[src/rtl/seq_divider_if.sv]
// ---------------------------------------------------------------------------
// seq_divider_if
// Request/response bundle between the EX-stage control and the sequential
// divider.
//   start    : request pulse (driven by master)
//   op       : 00 DIV, 01 DIVU, 10 REM, 11 REMU (funct3[1:0])
//   dividend : rs1 value, sampled with start
//   divisor  : rs2 value, sampled with start
//   busy     : divider is computing (driven by slave)
//   done     : one-cycle pulse, result valid
//   result   : quotient or remainder, held until the next accepted start
// ---------------------------------------------------------------------------
interface seq_divider_if #(
   parameter int N = 32
);
   logic         start;
   logic [1:0]   op;
   logic [N-1:0] dividend;
   logic [N-1:0] divisor;
   logic         busy;
   logic         done;
   logic [N-1:0] result;

   modport master (
      output start, op, dividend, divisor,
      input  busy, done, result
   );

   modport slave (
      input  start, op, dividend, divisor,
      output busy, done, result
   );
endinterface

[src/rtl/seq_divider.sv]
// ---------------------------------------------------------------------------
// seq_divider
// Iterative restoring divider for RV32M DIV/DIVU/REM/REMU, one quotient bit
// per cycle. Division by zero and signed overflow are resolved at start and
// report after one cycle; all other operations take N+2 cycles.
//   clk : rising-edge clock
//   rst : synchronous, active-high reset
//   bus : seq_divider_if.slave (start/op/dividend/divisor in,
//         busy/done/result out)
// ---------------------------------------------------------------------------
module seq_divider #(
   parameter int N = 32
) (
   input  logic         clk,
   input  logic         rst,
   seq_divider_if.slave bus
);

   localparam int CW = $clog2(N);

   typedef enum logic [1:0] {
      S_IDLE,
      S_CALC,
      S_FIX,
      S_DONE
   } state_t;

   state_t        state_q, state_d;
   logic [CW-1:0] cnt_q, cnt_d;
   logic [N-1:0]  rem_q, rem_d;
   logic [N-1:0]  quo_q, quo_d;
   logic [N-1:0]  dvs_q, dvs_d;
   logic [N-1:0]  result_q, result_d;
   logic [1:0]    op_q, op_d;
   logic          sa_q, sa_d;
   logic          sb_q, sb_d;

   // Start-time decode of the incoming operands.
   logic          is_signed;
   logic          a_neg, b_neg;
   logic [N-1:0]  a_mag, b_mag;
   logic          div_zero, sgn_ovf;

   assign is_signed = ~bus.op[0];
   assign a_neg     = is_signed & bus.dividend[N-1];
   assign b_neg     = is_signed & bus.divisor[N-1];
   // Magnitude of 100..0 wraps back to 100..0, which is correct read unsigned.
   assign a_mag     = a_neg ? -bus.dividend : bus.dividend;
   assign b_mag     = b_neg ? -bus.divisor  : bus.divisor;
   assign div_zero  = (bus.divisor == '0);
   assign sgn_ovf   = is_signed & (bus.dividend == {1'b1, {(N-1){1'b0}}})
                      & (bus.divisor == '1);

   // Trial subtraction: rem_sh + ~divisor + 1 as an N+1-bit ripple-carry add.
   // rem_sh < 2*divisor, so the N+1-bit result never overflows and its MSB
   // is the sign of the trial.
   logic [N:0] rem_sh;
   logic [N:0] sub_b;
   logic [N:0] trial;

   assign rem_sh = {rem_q, quo_q[N-1]};
   assign sub_b  = {1'b1, ~dvs_q};

   always_comb begin
      logic c;
      c     = 1'b1;
      trial = '0;
      for (int i = 0; i <= N; i++) begin
         trial[i] = rem_sh[i] ^ sub_b[i] ^ c;
         c        = (rem_sh[i] & sub_b[i]) | (c & (rem_sh[i] ^ sub_b[i]));
      end
   end

   // Sign fix-up of the unsigned core results.
   logic [N-1:0] quo_fix, rem_fix;

   assign quo_fix = (sa_q ^ sb_q) ? -quo_q : quo_q;
   assign rem_fix = sa_q ? -rem_q : rem_q;

   // State register.
   always_ff @(posedge clk) begin
      // NOTE: sequential state uses non-blocking assignments so every flop
      // samples the pre-edge values regardless of statement order.
      // NOTE: the datapath is only a handful of registers, so all of it is
      // reset; this also keeps result at zero after reset.
      if (rst) begin
         state_q  <= S_IDLE;
         cnt_q    <= '0;
         rem_q    <= '0;
         quo_q    <= '0;
         dvs_q    <= '0;
         result_q <= '0;
         op_q     <= '0;
         sa_q     <= 1'b0;
         sb_q     <= 1'b0;
      end else begin
         state_q  <= state_d;
         cnt_q    <= cnt_d;
         rem_q    <= rem_d;
         quo_q    <= quo_d;
         dvs_q    <= dvs_d;
         result_q <= result_d;
         op_q     <= op_d;
         sa_q     <= sa_d;
         sb_q     <= sb_d;
      end
   end

   // Next-state and datapath logic.
   always_comb begin
      // NOTE: every signal gets a hold default first so no path infers a latch.
      state_d  = state_q;
      cnt_d    = cnt_q;
      rem_d    = rem_q;
      quo_d    = quo_q;
      dvs_d    = dvs_q;
      result_d = result_q;
      op_d     = op_q;
      sa_d     = sa_q;
      sb_d     = sb_q;

      unique case (state_q)
         S_IDLE: begin
            if (bus.start) begin
               op_d  = bus.op;
               sa_d  = a_neg;
               sb_d  = b_neg;
               dvs_d = b_mag;
               rem_d = '0;
               quo_d = a_mag;
               cnt_d = CW'(N - 1);
               if (div_zero) begin
                  result_d = bus.op[1] ? bus.dividend : '1;
                  state_d  = S_DONE;
               end else if (sgn_ovf) begin
                  result_d = bus.op[1] ? '0 : bus.dividend;
                  state_d  = S_DONE;
               end else begin
                  state_d  = S_CALC;
               end
            end
         end

         S_CALC: begin
            quo_d = {quo_q[N-2:0], ~trial[N]};
            rem_d = trial[N] ? rem_sh[N-1:0] : trial[N-1:0];
            // cnt_q counts the steps still to go after this one.
            if (cnt_q == '0) begin
               state_d = S_FIX;
            end else begin
               cnt_d = cnt_q - 1'b1;
            end
         end

         S_FIX: begin
            result_d = op_q[1] ? rem_fix : quo_fix;
            state_d  = S_DONE;
         end

         S_DONE: begin
            state_d = S_IDLE;
         end

         default: begin
            state_d = S_IDLE;
         end
      endcase
   end

   // Output decode.
   logic busy, done;

   always_comb begin
      busy = (state_q == S_CALC) || (state_q == S_FIX);
      done = (state_q == S_DONE);
   end

   assign bus.busy   = busy;
   assign bus.done   = done;
   assign bus.result = result_q;

endmodule

[src/flat_wrapper.sv]
// flat-port wrapper written by rule: the top's interface ports become plain ports
module seq_divider_flat 
#(
   parameter int N = 32
)
  (clk, rst, bus_start, bus_op, bus_dividend, bus_divisor, bus_busy, bus_done, bus_result);
  seq_divider_if #(.N(N)) bus_i ();
  input  logic clk;
  input  logic rst;
  input wire logic [$bits(bus_i.start)-1:0] bus_start;
  input wire logic [$bits(bus_i.op)-1:0] bus_op;
  input wire logic [$bits(bus_i.dividend)-1:0] bus_dividend;
  input wire logic [$bits(bus_i.divisor)-1:0] bus_divisor;
  output wire logic [$bits(bus_i.busy)-1:0] bus_busy;
  output wire logic [$bits(bus_i.done)-1:0] bus_done;
  output wire logic [$bits(bus_i.result)-1:0] bus_result;
  assign bus_i.start = bus_start;
  assign bus_i.op = bus_op;
  assign bus_i.dividend = bus_dividend;
  assign bus_i.divisor = bus_divisor;
  assign bus_busy = bus_i.busy;
  assign bus_done = bus_i.done;
  assign bus_result = bus_i.result;
  seq_divider #(.N(N)) u_core (.clk(clk), .rst(rst), .bus(bus_i));
endmodule
[config.mk]
export PLATFORM = sky130hd
export DESIGN_NAME = seq_divider_flat
export DESIGN_NICKNAME = d
export VERILOG_FILES = /design/src/rtl/seq_divider_if.sv /design/src/rtl/seq_divider.sv /design/src/flat_wrapper.sv
export SDC_FILE = /design/constraint.sdc
export NUM_CORES = 1
export LEC_CHECK = 0
export CAP_MARGIN = 25
export CORE_ASPECT_RATIO = 0.5
export CORE_UTILIZATION = 60
export CTS_CLUSTER_SIZE = 12
export DETAILED_ROUTE_END_ITERATION = 10
export GPL_TIMING_DRIVEN = 0
export PLACE_DENSITY = 0.88
export SKIP_CTS_REPAIR_TIMING = 1
export SYNTH_ARGS = -nofsm -noshare
export SYNTH_HDL_FRONTEND = slang
export SYNTH_SLANG_ARGS = --single-unit
[constraint.sdc]
create_clock -name clk -period 30.5 [get_ports clk]
set_clock_uncertainty 0.15 [all_clocks]
set_input_delay 7.625 -clock clk [delete_from_list [all_inputs] [get_ports clk]]
set_output_delay 7.625 -clock clk [all_outputs]
set_load 0.02 [all_outputs]
; After elaboration in Yosys (flattened, before gate mapping)
; Cells that the tools add are included.
[word_totals]
mem_bits_rw = 0
inputBits = 69
n_memories = 0
out_inout_bits = 34
latch_bits = 0
regBits = 139
rom_bits = 0
wordCells = 227
[classes]
n_shift = 0
magnitude_cmp = 0
multipliers = 0
n_mux = 24
eq_ne = 9
reduce_logical = 11
add_sub_neg = 5
bitwise = 169
n_div = 0
[op_table]
columns = cell, n
row1 = $mux 32, 13
row2 = $pmux 32 s2, 3
row3 = $neg 32->32, 4
row4 = $and 1x1->1, 67
row5 = $xor 1x1->1, 65
row6 = $eq 32x32->1 const B, 2
row7 = $logic_not 32->1, 1
row8 = $not 32->32, 1
row9 = $or 1x1->1, 32
row10 = $mux 5, 2
row11 = $pmux 5 s2, 1
row12 = $mux 2, 4
row13 = $pmux 2 s4, 1
row14 = $reduce_and 2->1, 3
row15 = $reduce_and 3->1, 2
row16 = $logic_not 5->1, 1
row17 = $sub 5x1->5 const B, 1
row18 = $eq 2x2->1 const B, 2
row19 = $ne 2x2->1 const B, 2
row20 = $not 1->1, 4
row21 = $reduce_bool 2->1, 2
row22 = $ne 3x1->1 const B, 1
row23 = $eq 2x1->1 const B, 1
row24 = $logic_not 2->1, 1
row25 = 2 further kinds, 2

; Depth between registers and ports, before layout
; Gate-level depths: netlist of the first run.
[logic_depth]
ltp_word = 68
ltp_mapped = 44
depth_no_buf = 43

; Worst setup path after synthesis of the first run
; No wires, ideal clock.
[synth_timing]
path_type = flip-flop to flip-flop
startpoint = register u_core.quo_q[31]
endpoint = register u_core.rem_q[31]
period_less_slack_ns = 12.730
setup_slack_ns = 17.770
path_stages_with_launch = 45
path_buffers = 1
required_time_ns = 30.222
setup_ns = 0.128
arrival_time_ns = 12.452
path_cell_list = dfxtp_1 > inv_1 > ha_1 > inv_1 > fa_1 > inv_1 > fa_1 > inv_1 > fa_1 > fa_1 > fa_1 > fa_1 > fa_1 > fa_1 > fa_1 > fa_1 > fa_1 > fa_1 > [9 not listed] > fa_1 > fa_1 > fa_1 > fa_1 > fa_1 > fa_1 > fa_1 > inv_1 > fa_1 > fa_1 > fa_1 > xor2_1 > clkbuf_1 > nor2_1 > a21oi_1 > nor2_1 > a21oi_1 > nor2_1
[synth_via]
elab_chain_len = 67
elab_cells_between_ends = 69
classes_between = mux: 2 / bitwise: 67
[synth_rtl]
columns = item, line_no
row1 = from (decl), seq_divider.sv:31  ; logic [N-1:0] quo_q, quo_d;
row2 = from (signal assigned), seq_divider.sv:100  ; quo_q <= quo_d;
row3 = $and 1x1->1 or $xor 1x1->1 (tied branches), seq_divider.sv:70  ; c = (rem_sh[i] & sub_b[i]) | (c & (rem_sh[i] ^ sub_b[i]));
row4 = $or 1x1->1 (*), seq_divider.sv:70
row5 = $and 1x1->1 (*), seq_divider.sv:70
row6 = $or 1x1->1 (*), seq_divider.sv:70
row7 = $and 1x1->1 (*), seq_divider.sv:70
row8 = $or 1x1->1 (*), seq_divider.sv:70
row9 = $and 1x1->1 (*), seq_divider.sv:70
row10 = $or 1x1->1 (*), seq_divider.sv:70
row11 = [51 not listed], --
row12 = $or 1x1->1 (*), seq_divider.sv:70
row13 = $and 1x1->1 (*), seq_divider.sv:70
row14 = $or 1x1->1 (*), seq_divider.sv:70
row15 = $and 1x1->1, seq_divider.sv:70
row16 = $or 1x1->1, seq_divider.sv:70
row17 = $xor 1x1->1, seq_divider.sv:69  ; trial[i] = rem_sh[i] ^ sub_b[i] ^ c;
row18 = $mux 32 (*), seq_divider.sv:146  ; rem_d = trial[N] ? rem_sh[N-1:0] : trial[N-1:0];
row19 = $pmux 32 s2 (*), seq_divider.sv:122  ; unique case (state_q)
row20 = to (signal assigned), seq_divider.sv:99  ; rem_q <= rem_d;
row21 = to (decl), seq_divider.sv:30  ; logic [N-1:0] rem_q, rem_d;
; Mark *: on every way between the ends. The rest lies on a longest branch, timed or not.
; A chain may end at the register's enable or synchronous reset.

; Worst setup path after layout of the first run
[layout_timing]
startpoint = register u_core.quo_q[31]
endpoint = register u_core.rem_q[0]
[layout_via]
elab_chain_len = 67
elab_cells_between_ends = 69
classes_between = mux: 2 / bitwise: 67
[layout_rtl]
columns = item, line_no
row1 = $and 1x1->1 or $xor 1x1->1 (tied branches), "seq_divider.sv:70, seq_divider.sv:69"
row2 = $or 1x1->1, seq_divider.sv:70
row3 = $and 1x1->1, seq_divider.sv:70
row4 = $or 1x1->1, seq_divider.sv:70
row5 = $and 1x1->1, seq_divider.sv:70
row6 = $or 1x1->1, seq_divider.sv:70
row7 = $and 1x1->1, seq_divider.sv:70
row8 = $or 1x1->1, seq_divider.sv:70
row9 = [51 not listed], --
row10 = $or 1x1->1, seq_divider.sv:70
row11 = $and 1x1->1, seq_divider.sv:70
row12 = $or 1x1->1, seq_divider.sv:70
row13 = $and 1x1->1, seq_divider.sv:70
row14 = $or 1x1->1, seq_divider.sv:70
row15 = $xor 1x1->1, seq_divider.sv:69
row16 = $mux 32 (*), seq_divider.sv:146
row17 = $pmux 32 s2 (*), seq_divider.sv:122
; Marks and branches as above.

==> impl_results.md, run 1 <==
- Layout cells sized above 1: 4.14%
- RSZ-0062 raised after global routing: no
- Critical path arrival: between 10 and 15 ns
- Worst-case reg-to-reg path depth: between 40 and 50
- DP Wirelength: 26.6 mm
- Post-synth cell types: between 60 and 70
- Largest area contributor in the synthesized netlist: dfxtp_1
- Leakage: ~4 nW
- Async S/R FF share, synth: 0%
- Placer Congestion: between 1 and 1.5
- Num CTS Buffers: 17
- CP Depth: 42
- Inserted Diodes: 0
- Worst path required time: ~31 ns
- Max Cap Viol: 0
- Vias in the first global route: ~9900
- DRT antenna net count: 0
- Status: finished clean
- Total congestion overflow: 0
- CP startpoint kind: register
- First-pass GRT wire length: between 50 and 60 mm
- Largest net degree at the start of global routing: 17
- Setup TNS: 0 ns
- Synth Flop Type: dfxtp_1
- Gate family responsible for the most delay along the worst path: adder cells
- DRC viols: 0
- Nature of the critical path endpoint: register
- CTS clk-pin slew, worst paths: approximately 0.070 ns
- Crit-path max cell delay: around 0.5 ns
- GRT Total Usage: a little over two fifths
- Critical path class: reg -> reg
- Root Buffer: clkbuf_16
- Fmax: about 71 MHz
- Final min period: about 14 ns
- Hold Path Depth: 2
- Flops & latches, synth: approximately 140
- H-Tree Depth: 4
- Post-Route WL: between 30 and 40 mm
- Final setup viols: 0
- Vias: ~11000
- Ranking of synthesized cells by area: dfxtp_1 (28%), a21oi_1 (6.8%), fa_1 (6.3%), nand2_1 (6.3%), xor2_1 (5.8%)
- EDFF count, synth: 0
- Post-Synthesis Cell Area: between 9000 and 10000 sq um
- Hold Fails Final Rpt: 0
- Syn Inst Count: 1293
- Mapped Nets: 1405
- Initial drt markers: about 1500
- Pre-CTS WS: ~17 ns
- R2r setup slk: ~16 ns
- Fin area: 11700 sq um
- Skew-Pair Late Insertion Delay: approximately 0.44 ns
- Worst Tran Pin Value: slightly below 1 ns
- Register area share after synthesis: 28.1%
- Core area: around 16000 sq um
- Highest-delay cell along the critical path: clkbuf_1
- IO Pins: between 100 and 150
- Clock sinks: around 140
- Die area: 16900 sq um
- Ys Warns: 0
- List of most frequent post-synthesis cells: nand2_1 (165), nor2_1 (146), dfxtp_1 (138), a21oi_1 (133), clkbuf_1 (80)
- Routed WL per cell: 21.7 um
- Final Worst Setup Slack: around 16 ns
- Final net count: between 1500 and 2000
- Syn avg cell area: between 7 and 8 sq um
- Row cnt: 32
- Worst min-delay path class: reg -> reg
- CTS tree: yes
- Area post-placement: roughly 11000 sq um
- CP bufs+invs: 6
- Hold slack: about 0.33 ns
- Max Root-Sink Buffers: 2
- Yosys top cell area share: 28.1%
- Most frequent CP cell: fa_1
- Power per cell area: roughly 78 nW/um^2
- Tcrit/Tclk final: between 40% and 50%
- Layout area overhead: 19.1%
- Die X: 183 um
- Chip Height: 92.5 um
- Average vias per placed instance: around 6.5
- Antenna violations before repair: 0
- Peak VDD IR: about 0.041 mV
- DRT Pass-1 Iters: 6
- Rel. slew slack: between 30% and 40%
- Port buffer count: 100
- Max Slew Vio Count: 0
- Initial cell density of the core: a little over three fifths
- Max FO, Critical Path: 10
- Most frequent cell after synthesis: nand2_1
[per-stage QoR]
step / utilization [%] / total power (W) / std cells
after floorplan: - / 0.000523 / 1293
after CTS: 74.6 / 0.000886 / 1646
final: 74.6 / 0.000907 / 1646
after global routing: 74.6 / 0.000948 / 1646
after detailed placement: 70.8 / 0.000668 / 1614
after global placement: 70.8 / 0.000656 / 1614
[per-layer routing]
metal,up-vias,track usage (%),share of wire (%)
met4,0,14.0,2.8
met1,4969,57.4,40
met5,-,0,0
met3,116,13.7,14
li1,4820,-,-
met2,823,65.7,42
[tightest hold or removal path, stage by stage, from the launching register on]
cell and delay [ns]:
dfxtp_1 0.32, nand2_1 0.06, a21oi_1 0.05
[worst paths after layout]
kind / startpoint / endpoint
hold reg to reg: u_core.bus.result[30] / u_core.bus.result[30]
setup / recovery: u_core.quo_q[31] / u_core.rem_q[0]
hold / removal: u_core.bus.result[30] / u_core.bus.result[30]
setup reg to reg: u_core.quo_q[31] / u_core.rem_q[0]
[where the power goes]
group,switching (W),internal (W),total [W]
sequential,0.0000371,0.000219,0.000256
combinational,0.000287,0.000145,0.000432
clock,0.000101,0.000118,0.000219
[area by class of cell]
cell class	count	area, sq um
fill	1232	3990
clock buffer	17	425
timing repair buffer	100	1000
inverter	60	225
tap	221	277
clock inverter	15	174
buffer	98	399
sequential	138	2760
multi-input combinational	997	6440
[cells by family after synthesis]
kind of cell    share of synthesized area, %
mux                                    0.204
xor+xnor                                10.8
flops                                   28.1
fa+ha+maj                               9.57
simple gates                            21.1
compound gates                          23.9
buf+inv                                 6.35
[cells in the final DEF (no fill, tap or decap), types with 17 or more instances in the layout]
cell type,synthesis,layout
nor2_1,146,146
inv_1,59,59
o211ai_1,17,17
clkbuf_16,0,17
xnor2_1,56,56
nor3_1,34,34
nand2_1,165,165
fa_1,31,31
dfxtp_1,138,138
a21oi_1,133,133
o31ai_1,29,29
maj3_1,17,17
clkdlybuf4s50_1,0,100
clkbuf_1,80,80
xor2_1,65,65
a211oi_1,57,57
or3_1,23,23
o21ai_0,45,45
[registers in the layout, indices dropped and copies added (netlist names)]
| name | flops |
|---|---|
| u_core.bus.result | 32 |
| u_core.cnt_q | 5 |
| u_core.dvs_q | 32 |
| u_core.op_q | 1 |
| u_core.quo_q | 32 |
| u_core.rem_q | 32 |
| u_core.sa_q | 1 |
| u_core.sb_q | 1 |
| u_core.state_q | 2 |
Power figures use the tool's default switching activity.
==> run 2, diff against run 1 <==
CORE_UTILIZATION = 53   (was 60)
PLACE_DENSITY = 0.82   (was 0.88)
clock period = 12.9 ns   (was 30.5 ns; I/O delays follow)
==> impl_results.md, run 2 (synthesis results as in run 1) <==
- DP Wirelength: 26.5 mm (-0.40%)
- Rel. slew slack: 39.6% (+3.9 points)
- Initial drt markers: 1190 (-23%)
- Tcrit/Tclk final: 97.9% (+52 points)
- Placer Congestion: 1.02 (-0.77%)
- IO Pins: 103 (unchanged)
- Fmax: 79.1 MHz (+11%)
- Max FO, Critical Path: 5 (-5)
- Largest net degree at the start of global routing: 17 (unchanged)
- Peak VDD IR: 0.0965 mV (+140%)
- Fill cells: 1489 (+21%)
- Highest-delay cell along the critical path: fa_1
- Leakage: 4.11 nW (+0.76%)
- First-pass GRT wire length: 53.1 mm (-3.9%)
- Inserted Diodes: 0 (unchanged)
- Final min period: 12.64 ns (-1.44 ns)
- Vias: 10500 (-1.9%)
- GRT Total Usage: 36.3% (-6.7 points)
- Crit-path max cell delay: 0.40 ns (-0.11 ns)
- Critical path arrival: 12.78 ns (-1.45 ns)
- DRT Pass-1 Iters: 6 (unchanged)
- Row cnt: 34 (+6.3%)
- Most frequent cells in the layout: nand2_1 (165), nor2_1 (146), dfxtp_1 (138)
- Clock sinks: 138 (unchanged)
- Max Slew Vio Count: 0 (unchanged)
- Post-Route WL: 35.3 mm (-0.84%)
- Final setup viols: 0 (unchanged)
- Dpl cells: 1627 (+0.81%)
- DRC viols: 0 (unchanged)
- Initial cell density of the core: 55.4% (-7.2 points)
- Root Buffer: clkbuf_16
- Area of the multi-input gates: 6550 sq um (+1.7%)
- Worst Tran Pin Value: 0.906 ns (-0.0586 ns)
- Total congestion overflow: 0 (unchanged)
- Layout Cells excl Fill: 1661 (+0.91%)
- Reg area: 2760 sq um (unchanged)
- Layout area overhead: 21.2%
- Core area: 17700 sq um (+13%)
- Hold Fails Final Rpt: 0 (unchanged)
- Die X: 195 um (+6.3%)
- Most frequent CP cell: fa_2
- Port buffer count: 100 (unchanged)
- Total power after layout: 0.00218 W (+140%)
- CTS clk-pin slew, worst paths: 0.07 ns (about the same)
- R2r setup slk: 0.26 ns (-16.16 ns)
- H-Tree Depth: 4 (unchanged)
- Max Root-Sink Buffers: 2 (unchanged)
- Power per cell area: 183 nW/um^2 (+140%)
- Final net count: 1526 (+0.13%)
- Worst path required time: 13.05 ns (-17.60 ns)
- Critical path class: reg -> reg
- Nature of the critical path endpoint: register
- Num CTS Buffers: 17 (unchanged)
- Max Cap Viol: 0 (unchanged)
- Final Util: 67.1% (-7.5 points)
- Chip Height: 98.3 um (+6.3%)
- DRT antenna net count: 0 (unchanged)
- Worst min-delay path class: reg -> reg
- Vias in the first global route: 9413 (-5.1%)
- CTS tree: yes
- Layout cells sized above 1: 6.66% (+2.5 points)
- Antenna violations before repair: 0 (unchanged)
- Status: finished clean
- Skew-Pair Late Insertion Delay: 0.43 ns (about the same)
- Commonest non-fill, non-tap cell in the layout: nand2_1
- Routed WL per cell: 21.3 um (-1.7%)
- Die area: 19100 sq um (+13%)
- Average vias per placed instance: 6.34 (-2.8%)
- CP startpoint kind: register
## run 2: cell count changes in the layout (fill, tap and decap cells not counted), moves of 4 or more
| cell | delta |
|---|---|
| buf_6 | +6 |
| a21oi_2 | +4 |
| fa_1 | -22 |
| clkbuf_1 | -5 |
| fa_2 | +22 |
| inv_8 | -7 |
| a21oi_1 | -4 |
## run 2: per-stage QoR
step           TNS (ns)  area [sq um]  hold slack [ns]  setup slack, ns
2_1_floorplan         0          9830            0.291            0.170
3_3_place_gp     -20.76         11100            0.293           -0.690
3_5_place_dp     -25.10         11100            0.301           -0.866
4_1_cts          -29.44         11700            0.311            -1.05
5_1_grt          -0.193         11900            0.341          -0.0808
6_report              0         11900            0.304            0.265
## run 2: cell type report
class	count	share of cell area, %
buffer	98	3.73
clock buffer	19	3.72
clock inverter	13	1.49
inverter	60	1.89
multi-input combinational	997	55.0
sequential	138	23.2
tap	234	2.46
timing repair buffer	102	8.51
## run 2: per-layer routing
layer,vias to the layer above,share of wire [%],routed length (um),track usage (%)
met5,-,0,0,0
met4,0,2.0,707,8.55
met3,74,13,4540,8.64
met2,701,43,15100,55.7
met1,4919,42,15000,51.5
li1,4832,-,-,-
## run 2: critical path: cells and delay by family, from the launching register on
| family | cells | cell delay [ns] |
|---|---|---|
| xor+xnor | 1 | 0.24 |
| simple gates | 3 | 0.17 |
| flops | 1 | 0.33 |
| fa+ha+maj | 32 | 10.78 |
| buf+inv | 6 | 0.51 |
| compound gates | 2 | 0.30 |
## run 2: worst paths after layout
| kind | start | endpoint | cells after the start |
|---|---|---|---|
| worst max-delay path | u_core.quo_q[31] | u_core.rem_q[31] | 44 |
| worst min-delay path | u_core.bus.result[16] | u_core.bus.result[16] | 2 |
| worst max register to register | u_core.quo_q[31] | u_core.rem_q[31] | 44 |
| worst min register to register | u_core.bus.result[16] | u_core.bus.result[16] | 2 |
## run 2: power breakdown
part | internal, W | total [W] | switching [W]
Combinational | 0.000357 | 0.00104 | 0.000680
Sequential | 0.000519 | 0.000605 | 0.0000862
Clock | 0.000315 | 0.000538 | 0.000223
